<file path="src/rtl/uart_term_decoder.sv">
// uart_term_decoder
// Buffers bytes from the UART receiver in a small FIFO and interprets them as a
// minimal terminal stream. Printable characters, CR, LF, BS and a few ESC/CSI
// sequences are supported. The block issues character-cell writes to the text
// buffer, tracks the logical cursor, and drives the hardware scroll offset that
// the display scan-out uses.
module uart_term_decoder #(
  parameter int COLS       = 16,
  parameter int ROWS       = 8,
  parameter int FIFO_DEPTH = 16
) (
  input  logic                      clk,
  input  logic                      resetn,
  input  logic [7:0]                rx_data,
  input  logic                      rx_valid,
  output logic                      wr_valid,
  input  logic                      wr_ready,
  output logic [$clog2(COLS)-1:0]   wr_x,
  output logic [$clog2(ROWS)-1:0]   wr_y,
  output logic [7:0]                wr_char,
  output logic [$clog2(COLS)-1:0]   cursor_x,
  output logic [$clog2(ROWS)-1:0]   cursor_y,
  output logic [$clog2(ROWS)-1:0]   scroll,
  output logic                      overflow,
  input  logic                      ovf_clr
);

  localparam int XW = $clog2(COLS);
  localparam int YW = $clog2(ROWS);
  localparam int AW = $clog2(FIFO_DEPTH);

  localparam logic [XW-1:0] X_LAST    = XW'(COLS - 1);
  localparam logic [YW-1:0] Y_LAST    = YW'(ROWS - 1);
  localparam logic [AW:0]   FIFO_FULL = FIFO_DEPTH[AW:0];

  localparam logic [7:0] CH_BS    = 8'h08;
  localparam logic [7:0] CH_LF    = 8'h0A;
  localparam logic [7:0] CH_CR    = 8'h0D;
  localparam logic [7:0] CH_ESC   = 8'h1B;
  localparam logic [7:0] CH_SPACE = 8'h20;
  localparam logic [7:0] CH_SEMI  = 8'h3B;
  localparam logic [7:0] CH_LBRK  = 8'h5B;
  localparam logic [7:0] CH_LC_C  = 8'h63;
  localparam logic [7:0] CH_H     = 8'h48;
  localparam logic [7:0] CH_J     = 8'h4A;

  typedef enum logic [2:0] {
    S_IDLE,
    S_DECODE,
    S_WRITE,
    S_CLEAR,
    S_ESC,
    S_CSI
  } state_t;

  // ---------------------------------------------------------------------------
  // Input byte FIFO
  // ---------------------------------------------------------------------------
  logic [7:0]    fifo_mem [FIFO_DEPTH];
  logic [AW-1:0] wr_ptr_reg;
  logic [AW-1:0] rd_ptr_reg;
  logic [AW:0]   count_reg;
  logic [7:0]    rd_data_reg;
  logic          pop_en;
  logic          push_en;
  logic          drop;
  logic          fifo_nonempty;

  // A full FIFO still accepts a byte when a pop frees a slot in the same cycle.
  assign push_en       = rx_valid && ((count_reg != FIFO_FULL) || pop_en);
  assign drop          = rx_valid && !push_en;
  assign fifo_nonempty = (count_reg != '0);

  // Storage array with registered read; kept free of reset so it maps to RAM.
  // On a simultaneous push/pop at the same address the read returns the old
  // byte, which is exactly the byte being popped.
  always_ff @(posedge clk) begin
    if (push_en) begin
      fifo_mem[wr_ptr_reg] <= rx_data;
    end
    if (pop_en) begin
      rd_data_reg <= fifo_mem[rd_ptr_reg];
    end
  end

  // FIFO pointers and occupancy; pointer widths make them wrap mod FIFO_DEPTH.
  always_ff @(posedge clk or negedge resetn) begin
    if (!resetn) begin
      wr_ptr_reg <= '0;
      rd_ptr_reg <= '0;
      count_reg  <= '0;
    end else begin
      if (push_en) begin
        wr_ptr_reg <= wr_ptr_reg + 1'b1;
      end
      if (pop_en) begin
        rd_ptr_reg <= rd_ptr_reg + 1'b1;
      end
      case ({push_en, pop_en})
        2'b10:   count_reg <= count_reg + 1'b1;
        2'b01:   count_reg <= count_reg - 1'b1;
        default: count_reg <= count_reg;
      endcase
    end
  end

  // ---------------------------------------------------------------------------
  // Decoder state
  // ---------------------------------------------------------------------------
  state_t        state_reg,    state_next;
  logic [XW-1:0] cursor_x_reg, cursor_x_next;
  logic [YW-1:0] cursor_y_reg, cursor_y_next;
  logic [YW-1:0] scroll_reg,   scroll_next;
  logic          wr_valid_reg, wr_valid_next;
  logic [XW-1:0] wr_x_reg,     wr_x_next;
  logic [YW-1:0] wr_y_reg,     wr_y_next;
  logic [7:0]    wr_char_reg,  wr_char_next;
  logic          clr_full_reg, clr_full_next;
  logic          byte_pend_reg, byte_pend_next;
  logic          overflow_reg, overflow_next;

  logic          lf_req;
  logic          full_clr;
  logic          is_printable;
  logic          is_csi_param;

  assign is_printable = (rd_data_reg >= 8'h20) && (rd_data_reg <= 8'h7E);
  assign is_csi_param = ((rd_data_reg >= 8'h30) && (rd_data_reg <= 8'h39)) ||
                        (rd_data_reg == CH_SEMI);

  // Decoder register bank; asynchronous reset abandons any write in progress.
  always_ff @(posedge clk or negedge resetn) begin
    if (!resetn) begin
      state_reg     <= S_IDLE;
      cursor_x_reg  <= '0;
      cursor_y_reg  <= '0;
      scroll_reg    <= '0;
      wr_valid_reg  <= 1'b0;
      wr_x_reg      <= '0;
      wr_y_reg      <= '0;
      wr_char_reg   <= '0;
      clr_full_reg  <= 1'b0;
      byte_pend_reg <= 1'b0;
      overflow_reg  <= 1'b0;
    end else begin
      state_reg     <= state_next;
      cursor_x_reg  <= cursor_x_next;
      cursor_y_reg  <= cursor_y_next;
      scroll_reg    <= scroll_next;
      wr_valid_reg  <= wr_valid_next;
      wr_x_reg      <= wr_x_next;
      wr_y_reg      <= wr_y_next;
      wr_char_reg   <= wr_char_next;
      clr_full_reg  <= clr_full_next;
      byte_pend_reg <= byte_pend_next;
      overflow_reg  <= overflow_next;
    end
  end

  // Next-state, cursor/scroll update and write-command generation.
  always_comb begin
    state_next    = state_reg;
    cursor_x_next = cursor_x_reg;
    cursor_y_next = cursor_y_reg;
    scroll_next   = scroll_reg;
    wr_valid_next = wr_valid_reg;
    wr_x_next     = wr_x_reg;
    wr_y_next     = wr_y_reg;
    wr_char_next  = wr_char_reg;
    clr_full_next = clr_full_reg;
    pop_en        = 1'b0;
    lf_req        = 1'b0;
    full_clr      = 1'b0;

    case (state_reg)
      S_IDLE: begin
        if (fifo_nonempty) begin
          pop_en     = 1'b1;
          state_next = S_DECODE;
        end
      end

      S_DECODE: begin
        state_next = S_IDLE;
        if (is_printable) begin
          wr_valid_next = 1'b1;
          wr_x_next     = cursor_x_reg;
          wr_y_next     = cursor_y_reg + scroll_reg;
          wr_char_next  = rd_data_reg;
          state_next    = S_WRITE;
        end else begin
          case (rd_data_reg)
            CH_CR:  cursor_x_next = '0;
            CH_LF:  lf_req = 1'b1;
            CH_BS:  begin
              if (cursor_x_reg != '0) begin
                cursor_x_next = cursor_x_reg - 1'b1;
              end
            end
            CH_ESC: state_next = S_ESC;
            default: ;
          endcase
        end
      end

      S_WRITE: begin
        if (wr_ready) begin
          wr_valid_next = 1'b0;
          state_next    = S_IDLE;
          if (cursor_x_reg != X_LAST) begin
            cursor_x_next = cursor_x_reg + 1'b1;
          end else begin
            cursor_x_next = '0;
            lf_req        = 1'b1;
          end
        end
      end

      S_CLEAR: begin
        if (wr_ready) begin
          if (wr_x_reg != X_LAST) begin
            wr_x_next = wr_x_reg + 1'b1;
          end else if (clr_full_reg && (wr_y_reg != Y_LAST)) begin
            wr_x_next = '0;
            wr_y_next = wr_y_reg + 1'b1;
          end else begin
            wr_valid_next = 1'b0;
            state_next    = S_IDLE;
          end
        end
      end

      // Fetch one byte, then interpret it on the following cycle.
      S_ESC: begin
        if (byte_pend_reg) begin
          state_next = S_IDLE;
          if (rd_data_reg == CH_LBRK) begin
            state_next = S_CSI;
          end else if (rd_data_reg == CH_LC_C) begin
            full_clr = 1'b1;
          end
        end else if (fifo_nonempty) begin
          pop_en = 1'b1;
        end
      end

      S_CSI: begin
        if (byte_pend_reg) begin
          state_next = S_IDLE;
          if (is_csi_param) begin
            state_next = S_CSI;
          end else if (rd_data_reg == CH_H) begin
            cursor_x_next = '0;
            cursor_y_next = '0;
          end else if (rd_data_reg == CH_J) begin
            full_clr = 1'b1;
          end
        end else if (fifo_nonempty) begin
          pop_en = 1'b1;
        end
      end

      default: state_next = S_IDLE;
    endcase

    // Line feed: move down, or at the bottom scroll the view by one row and
    // blank the row that just became the bottom one. That physical row is
    // the one that was at the top before the scroll, i.e. the old offset.
    if (lf_req) begin
      if (cursor_y_reg != Y_LAST) begin
        cursor_y_next = cursor_y_reg + 1'b1;
        state_next    = S_IDLE;
      end else begin
        scroll_next   = scroll_reg + 1'b1;
        wr_valid_next = 1'b1;
        wr_x_next     = '0;
        wr_y_next     = scroll_reg;
        wr_char_next  = CH_SPACE;
        clr_full_next = 1'b0;
        state_next    = S_CLEAR;
      end
    end

    // Full clear restarts from a home cursor with no scroll, so physical and
    // logical rows coincide for the whole sweep.
    if (full_clr) begin
      scroll_next   = '0;
      cursor_x_next = '0;
      cursor_y_next = '0;
      wr_valid_next = 1'b1;
      wr_x_next     = '0;
      wr_y_next     = '0;
      wr_char_next  = CH_SPACE;
      clr_full_next = 1'b1;
      state_next    = S_CLEAR;
    end
  end

  // A byte popped from ESC/CSI is interpreted exactly one cycle later.
  always_comb begin
    byte_pend_next = pop_en;
  end

  // Sticky overflow: a drop in the same cycle as a clear keeps the flag set.
  always_comb begin
    overflow_next = drop | (overflow_reg & ~ovf_clr);
  end

  assign wr_valid = wr_valid_reg;
  assign wr_x     = wr_x_reg;
  assign wr_y     = wr_y_reg;
  assign wr_char  = wr_char_reg;
  assign cursor_x = cursor_x_reg;
  assign cursor_y = cursor_y_reg;
  assign scroll   = scroll_reg;
  assign overflow = overflow_reg;

endmodule

</file>
<file path="config.mk">
export PLATFORM = sky130hd
export DESIGN_NAME = uart_term_decoder
export DESIGN_NICKNAME = d
export VERILOG_FILES = /design/src/rtl/uart_term_decoder.sv
export SDC_FILE = /design/constraint.sdc
export NUM_CORES = 1
export LEC_CHECK = 0
export CAP_MARGIN = 20
export CELL_PAD_IN_SITES_DETAIL_PLACEMENT = 0
export CELL_PAD_IN_SITES_GLOBAL_PLACEMENT = 1
export CORE_ASPECT_RATIO = 1.1
export CORE_UTILIZATION = 50
export DETAILED_ROUTE_END_ITERATION = 6
export DONT_BUFFER_PORTS = 1
export GPL_ROUTABILITY_DRIVEN = 0
export HOLD_SLACK_MARGIN = 0.12
export PLACE_DENSITY_LB_ADDON = 0.1
export SETUP_SLACK_MARGIN = 0.05
export SLEW_MARGIN = 0
export SYNTH_ARGS = -nofsm -noshare
export SYNTH_HDL_FRONTEND = slang
export SYNTH_SLANG_ARGS = --single-unit
export TNS_END_PERCENT = 50
</file>
<file path="constraint.sdc">
create_clock -name clk -period 3.34 [get_ports clk]
set_input_delay 0.835 -clock clk [delete_from_list [all_inputs] [get_ports clk]]
set_output_delay 0.835 -clock clk [all_outputs]
set_load 0.01 [all_outputs]
</file>
# [After elaboration in Yosys (flattened, before gate mapping)]
# Memories as Yosys holds them, arrays and structs flattened. A register that Yosys moved wholly into a read port is not among the register bits.
# Index checks and enable logic that the tools add are counted.
[word_totals] ff_bits=45 ramBits=128 in_bits=13 out_inout_bits=27 word_cells=174 n_memories=1
[mem_list] name="fifo_mem" depth=16 word_bits=8 rd=1 rd_ports_with_merged_regs=1 wr=1 line="59" text="logic [7:0] fifo_mem [FIFO_DEPTH];"
[op_classes] n_addsub=11 order_cmp=4 n_eq_ne=36 muxes=87 bitwise_logic=3 n_reduce_logical=18
[ops] operator="$mux W3" n=30
[ops] operator="$mux W4" n=15
[ops] operator="$mux W8" n=5
[ops] operator="$ne A4 B4 Y1 const B" n=10
[ops] operator="$eq A8 B7 Y1 const B" n=4
[ops] operator="$mux W1" n=26
[ops] operator="$eq A8 B4 Y1 const B" n=3
[ops] operator="$ne A3 B3 Y1 const B" n=7
[ops] operator="$pmux W3 S6" n=1
[ops] operator="$add A4 B1 Y4 const B" n=4
[ops] operator="$ge A8 B6 Y1 const B" n=2
[ops] operator="$pmux W4 S2" n=2
[ops] operator="$pmux W4 S3" n=1
[ops] operator="$pmux W5 S2" n=1
[ops] operator="$add A3 B1 Y3 const B" n=3
[ops] operator="$eq A8 B5 Y1 const B" n=1
[ops] operator="$eq A8 B6 Y1 const B" n=1
[ops] operator="$le A8 B6 Y1 const B" n=1
[ops] operator="$le A8 B7 Y1 const B" n=1
[ops] operator="$reduce_and A8 Y1" n=1
[ops] operator="$reduce_bool A4 Y1" n=2
[ops] operator="$reduce_and A7 Y1" n=1
[ops] operator="$eq A3 B2 Y1 const B" n=2
[ops] operator="$eq A3 B3 Y1 const B" n=2
[ops] operator="other kinds (25)" n=33

# [Longest topological paths before layout]
[logic_depth] word_depth=9 mapped_depth=12

# [Least setup slack after synthesis]
# Ideal clock, no wire load.
[synth_path] kind="register to register" start="register count_reg[0]" end="register count_reg[4]" setup_ns=0.087 t_arrival_ns=2.804 required_time_ns=3.253 slack_ns=0.449 path_stages_with_launch=12 path_buffers=0 period_less_slack_ns=2.891 cell_sequence="dfrtp_1 -> or4_4 -> o21ai_1 -> inv_1 -> nand2_1 -> inv_1 -> ha_1 -> nor2b_1 -> o21ai_0 -> nor2b_1 -> or3_2 -> o211ai_1"
[synth_via] elab_chain_cells=8 word_cells_on_any_way=13 classes_between="add/sub: 2; eq/ne: 3; mux: 4; reduce/logical: 4"
[synth_rtl] item="start, declared" line="62" text="logic [AW:0] count_reg;"
[synth_rtl] item="start signal, assigned" line="100" text="2'b10: count_reg <= count_reg + 1'b1;"
[synth_rtl] item="start signal, assigned" line="101" text="2'b01: count_reg <= count_reg - 1'b1;"
[synth_rtl] item="start signal, assigned" line="102" text="default: count_reg <= count_reg;"
[synth_rtl] item="$reduce_bool A5 Y1 (*)" line="72" text="assign fifo_nonempty = (count_reg != '0);"
[synth_rtl] item="$mux W1 (*)" line="177, 242, 258"
[synth_rtl] item="$mux W1" line="248" text="if (byte_pend_reg) begin"
[synth_rtl] item="$pmux W1 S2 (*)" line="175" text="case (state_reg)"
[synth_rtl] item="named net byte_pend_next" line="119" text="logic byte_pend_reg, byte_pend_next;"
[synth_rtl] item="$logic_or A1 B1 Y1" line="70" text="assign push_en = rx_valid && ((count_reg != FIFO_FULL) || pop_en);"
[synth_rtl] item="$logic_and A1 B1 Y1" line="70"
[synth_rtl] item="$eq A2 B1 Y1 or $eq A2 B2 Y1 (tied branches)" line="99" text="case ({push_en, pop_en})"
[synth_rtl] item="$pmux W5 S2 or $reduce_bool A2 Y1 (tied branches)"
# Mark *: on every way through the listed nets, which the timed path passes. The rest lies on a longest branch.
# A chain may end at the register's enable or synchronous reset.

# [Worst setup path in the final report]
# Same ends and word-level chain as after synthesis.

==> impl_metrics.csv <==
group,metric,value,unit
sta,finalCritPeriodShare,86.69,%
setup_path,critPathTopFamily,"simple AND/OR/NAND/NOR gates",
run_status,status,"completed",
sta,rsz0062_at_grt,"no",
global_routing,grt_max_degree,46,
clock_tree,cts_buffers,17,
sta,finClkSkew,0.008744,ns
logic_synthesis,ys_warn_count,0,
logic_synthesis,syn_nets,566,
logic_synthesis,synth_area,8219,um^2
clock_tree,cts-root-buf,"clkbuf_16",
clock_tree,htreeDepth,4,
logic_synthesis,synth.avg_cell_area,15.42,um^2
worst_hold_path,worstHoldPathType,"primary input to asynchronous set/reset pin",
sta,max-slew-margin-rel,42.68,%
cells_and_area,drive_gt1_share,21.06,%
die,die_h,136.5,um
clock_tree,clkSinkCount,181,
routing,vias_per_cell,5.984,
setup_path,worst-setup-path-type,"flop to flop",
sta,tightest_slew,0.8519,ns
setup_path,arrival,3.25,ns
job,cap_viol_max_count,0,
setup_path,rr_startpoint,"count_reg[0]",
logic_synthesis,ys_seq_elements,181,
clock_tree,clk_latency,0.44,ns
cells_and_area,antenna_cells,0,
sta,holdWs,0.2414,ns
logic_synthesis,synth-async-reset-ratio,24.86,%
routing,drt_pre_antenna_iters,4,
routing,postRouteAntennaNets,0,
setup_path,path_buf_inv,3,
cells_and_area,final_nets,585,
sta,timing.fmax,345.4,MHz
logic_synthesis,synth_area_leaders,"edfxtp_1 50%, dfrtp_1 14%, mux4_2 11%, ha_1 2.7%, nand2_1 1.9%",
global_routing,antenna_found_initial,0,
clock_tree,clockBufferDepth,2,
setup_path,critical_path.max_stage_delay,0.56,ns
place,preCtsSetupSlack,0.4969,ns
global_routing,grt_pass1_vias,4864,
logic_synthesis,seq_area_frac_synth,63.39,%
setup_path,end_kind,"flop",
place,placement.io_buffers,0,
cells_and_area,area_growth,11.36,%
sta,slew_violations,0,
logic_synthesis,ys.flop_type,"edfxtp_1",
global_routing,grt.overflow.total,0,
setup_path,startpoint_type,"flop",
routing,drc,0,
setup_path,path_cells,"or4_4 -> o21ai_1 -> buf_4 -> inv_1 -> nand2_1 -> inv_1 -> ha_1 -> nor2b_1 -> o21ai_0 -> nand3b_1 -> o32a_1 -> o211ai_1",
setup_path,r2r-end,"count_reg[4]",
clock_tree,path_clk_slew,0.08,ns
die,die-width,124.2,um
logic_synthesis,synth_top_area_share,49.69,%
logic_synthesis,postSynthCellCount,533,
die,die-area,16960,um^2
setup_path,cpMostUsedCell,"inv_1",
global_routing,grt_pass1_wl,26.84,mm
sta,fin_crit,2.896,ns
logic_synthesis,synth_edf_count,136,
logic_synthesis,yosys.area.top_type,"edfxtp_1",
routing,wirelength,16.85,mm
setup_path,rrSetupSlack,0.44,ns
power,power_density,850.0,nW/um^2
die,initial_core_util,51.84,%
power,power.leakage,3.233,nW
sta,setup_tns,0,ns
setup_path,r2r_cells,12,
clock_tree,cts_tree,"built",
sta,setup_ws,0.4444,ns
place,hpwlAfterDp,11.65,mm
global_routing,grtUsageTotal,21.30,%
setup_path,critPathRequiredTime,3.70,ns
routing,avgRoutedWirePerCell,22.02,um
die,core,15860,um^2
logic_synthesis,synth_cell_type_count,73,
sta,hold_viol,0,
clock_tree,postCtsSetupRepairBufs,0,
die,rows,48,
routing,vias,4578,
sta,setup_viol,0,
setup_path,cp-startpoint,"count_reg[0]",
routing,drtIter0Drc,258,
die,io_pins,40,
power,irDropWorstVdd,0.0004565,V
cells_and_area,largest_reg_flops,128,
setup_path,cp_max_fo,4,
setup_path,crit_slowest_cell,"or4_4",
-- layer usage --
layer | vias up | GRT usage, % | share of wire (%)
li1 | 2124 | - | -
met1 | 2334 | 25.28 | 41
met2 | 94 | 38.18 | 54
met3 | 26 | 4.329 | 3.1
met4 | 0 | 8.300 | 2.1
met5 | - | 0 | 0
-- cells in the final DEF (no fill, tap or decap), types with 7 or more instances in the layout --
cell type / n
nor3_1: 7
mux2i_1: 7
mux4_2: 40
nand2_1: 41
o21ai_0: 17
a21oi_1: 20
buf_4: 20
edfxtp_1: 136
xnor2_1: 11
nand2b_1: 8
clkbuf_16: 17
ha_1: 18
inv_1: 18
nor2_1: 27
nand3_1: 7
dfrtp_1: 44
-- worst max-delay path by stage --
| stage | to | cells after the start |
|---|---|---|
| 2_1_floorplan | count_reg[4] | 11 |
| 5_1_grt | count_reg[4] | 13 |
| 6_report | count_reg[4] | 12 |
| 4_1_cts | count_reg[4] | 12 |
| 3_3_place_gp | count_reg[4] | 12 |
| 3_5_place_dp | count_reg[4] | 12 |
-- through the flow --
step	util [%]	cells	total power, mW	cell area [um^2]
2_1_floorplan	-	533	5.171	8219
3_3_place_gp	53.76	732	5.810	8524
3_5_place_dp	53.76	732	5.869	8524
4_1_cts	57.73	765	7.866	9153
5_1_grt	57.73	765	8.208	9153
6_report	57.73	765	7.780	9153
-- cells by family after synthesis --
group | count (synthesis) | synth area share (%)
AOI/OAI and AO/OA | 81 | 6.759
xor gates and xnor gates | 13 | 1.385
adders and majority gates | 20 | 3.227
buffers and inverters | 40 | 2.238
DFF | 181 | 63.39
muxes | 52 | 12.68
and+or+nand+nor | 146 | 10.32
-- report_power, final --
part           total [mW]  switching [mW]  leakage (nW)  internal (mW)
logic                2.44            1.23          1.15           1.20
registers            3.36           0.475          1.80           2.89
clock network        1.98           0.967         0.290           1.02
total                7.78            2.67          3.23           5.11
-- Yosys cell counts, drive strengths merged (2+ instances only) --
library cell,n
and3,2
nand3b,6
buf,15
o31ai,3
clkbuf,7
o22ai,2
nand3,7
edfxtp,136
nand2,41
or4b,2
fa,2
a31oi,6
dfrtp,45
nor3b,6
mux2i,7
nor3,8
nor4b,2
o21ai,20
a21oi,23
a211oi,3
nor2b,6
o211ai,3
mux4,40
xor2,2
nor4,4
nand2b,8
a221oi,3
or3,3
nor4bb,2
nand4,6
xnor2,11
and2,5
ha,18
inv,18
and3b,2
mux2,5
a32oi,2
nor2,28
or4,3
a22oi,2
and4,2
a22o,3
-- layout make-up --
cell class	instances	area [um^2]
inverters	18	67.56
clock buffers	17	425.4
clock inverters	15	175.2
multi-input cells	312	2825
well taps	200	250.2
fillers	1241	6703
flip-flops and latches	181	5211
repair buffers	22	197.7
-- timing repair --
item,CTS,global route
hold buffers,1,0
endpoints found under the hold margin,45,0
resized for setup,0,0
Note: power is estimated with default switching activity, not from simulation.
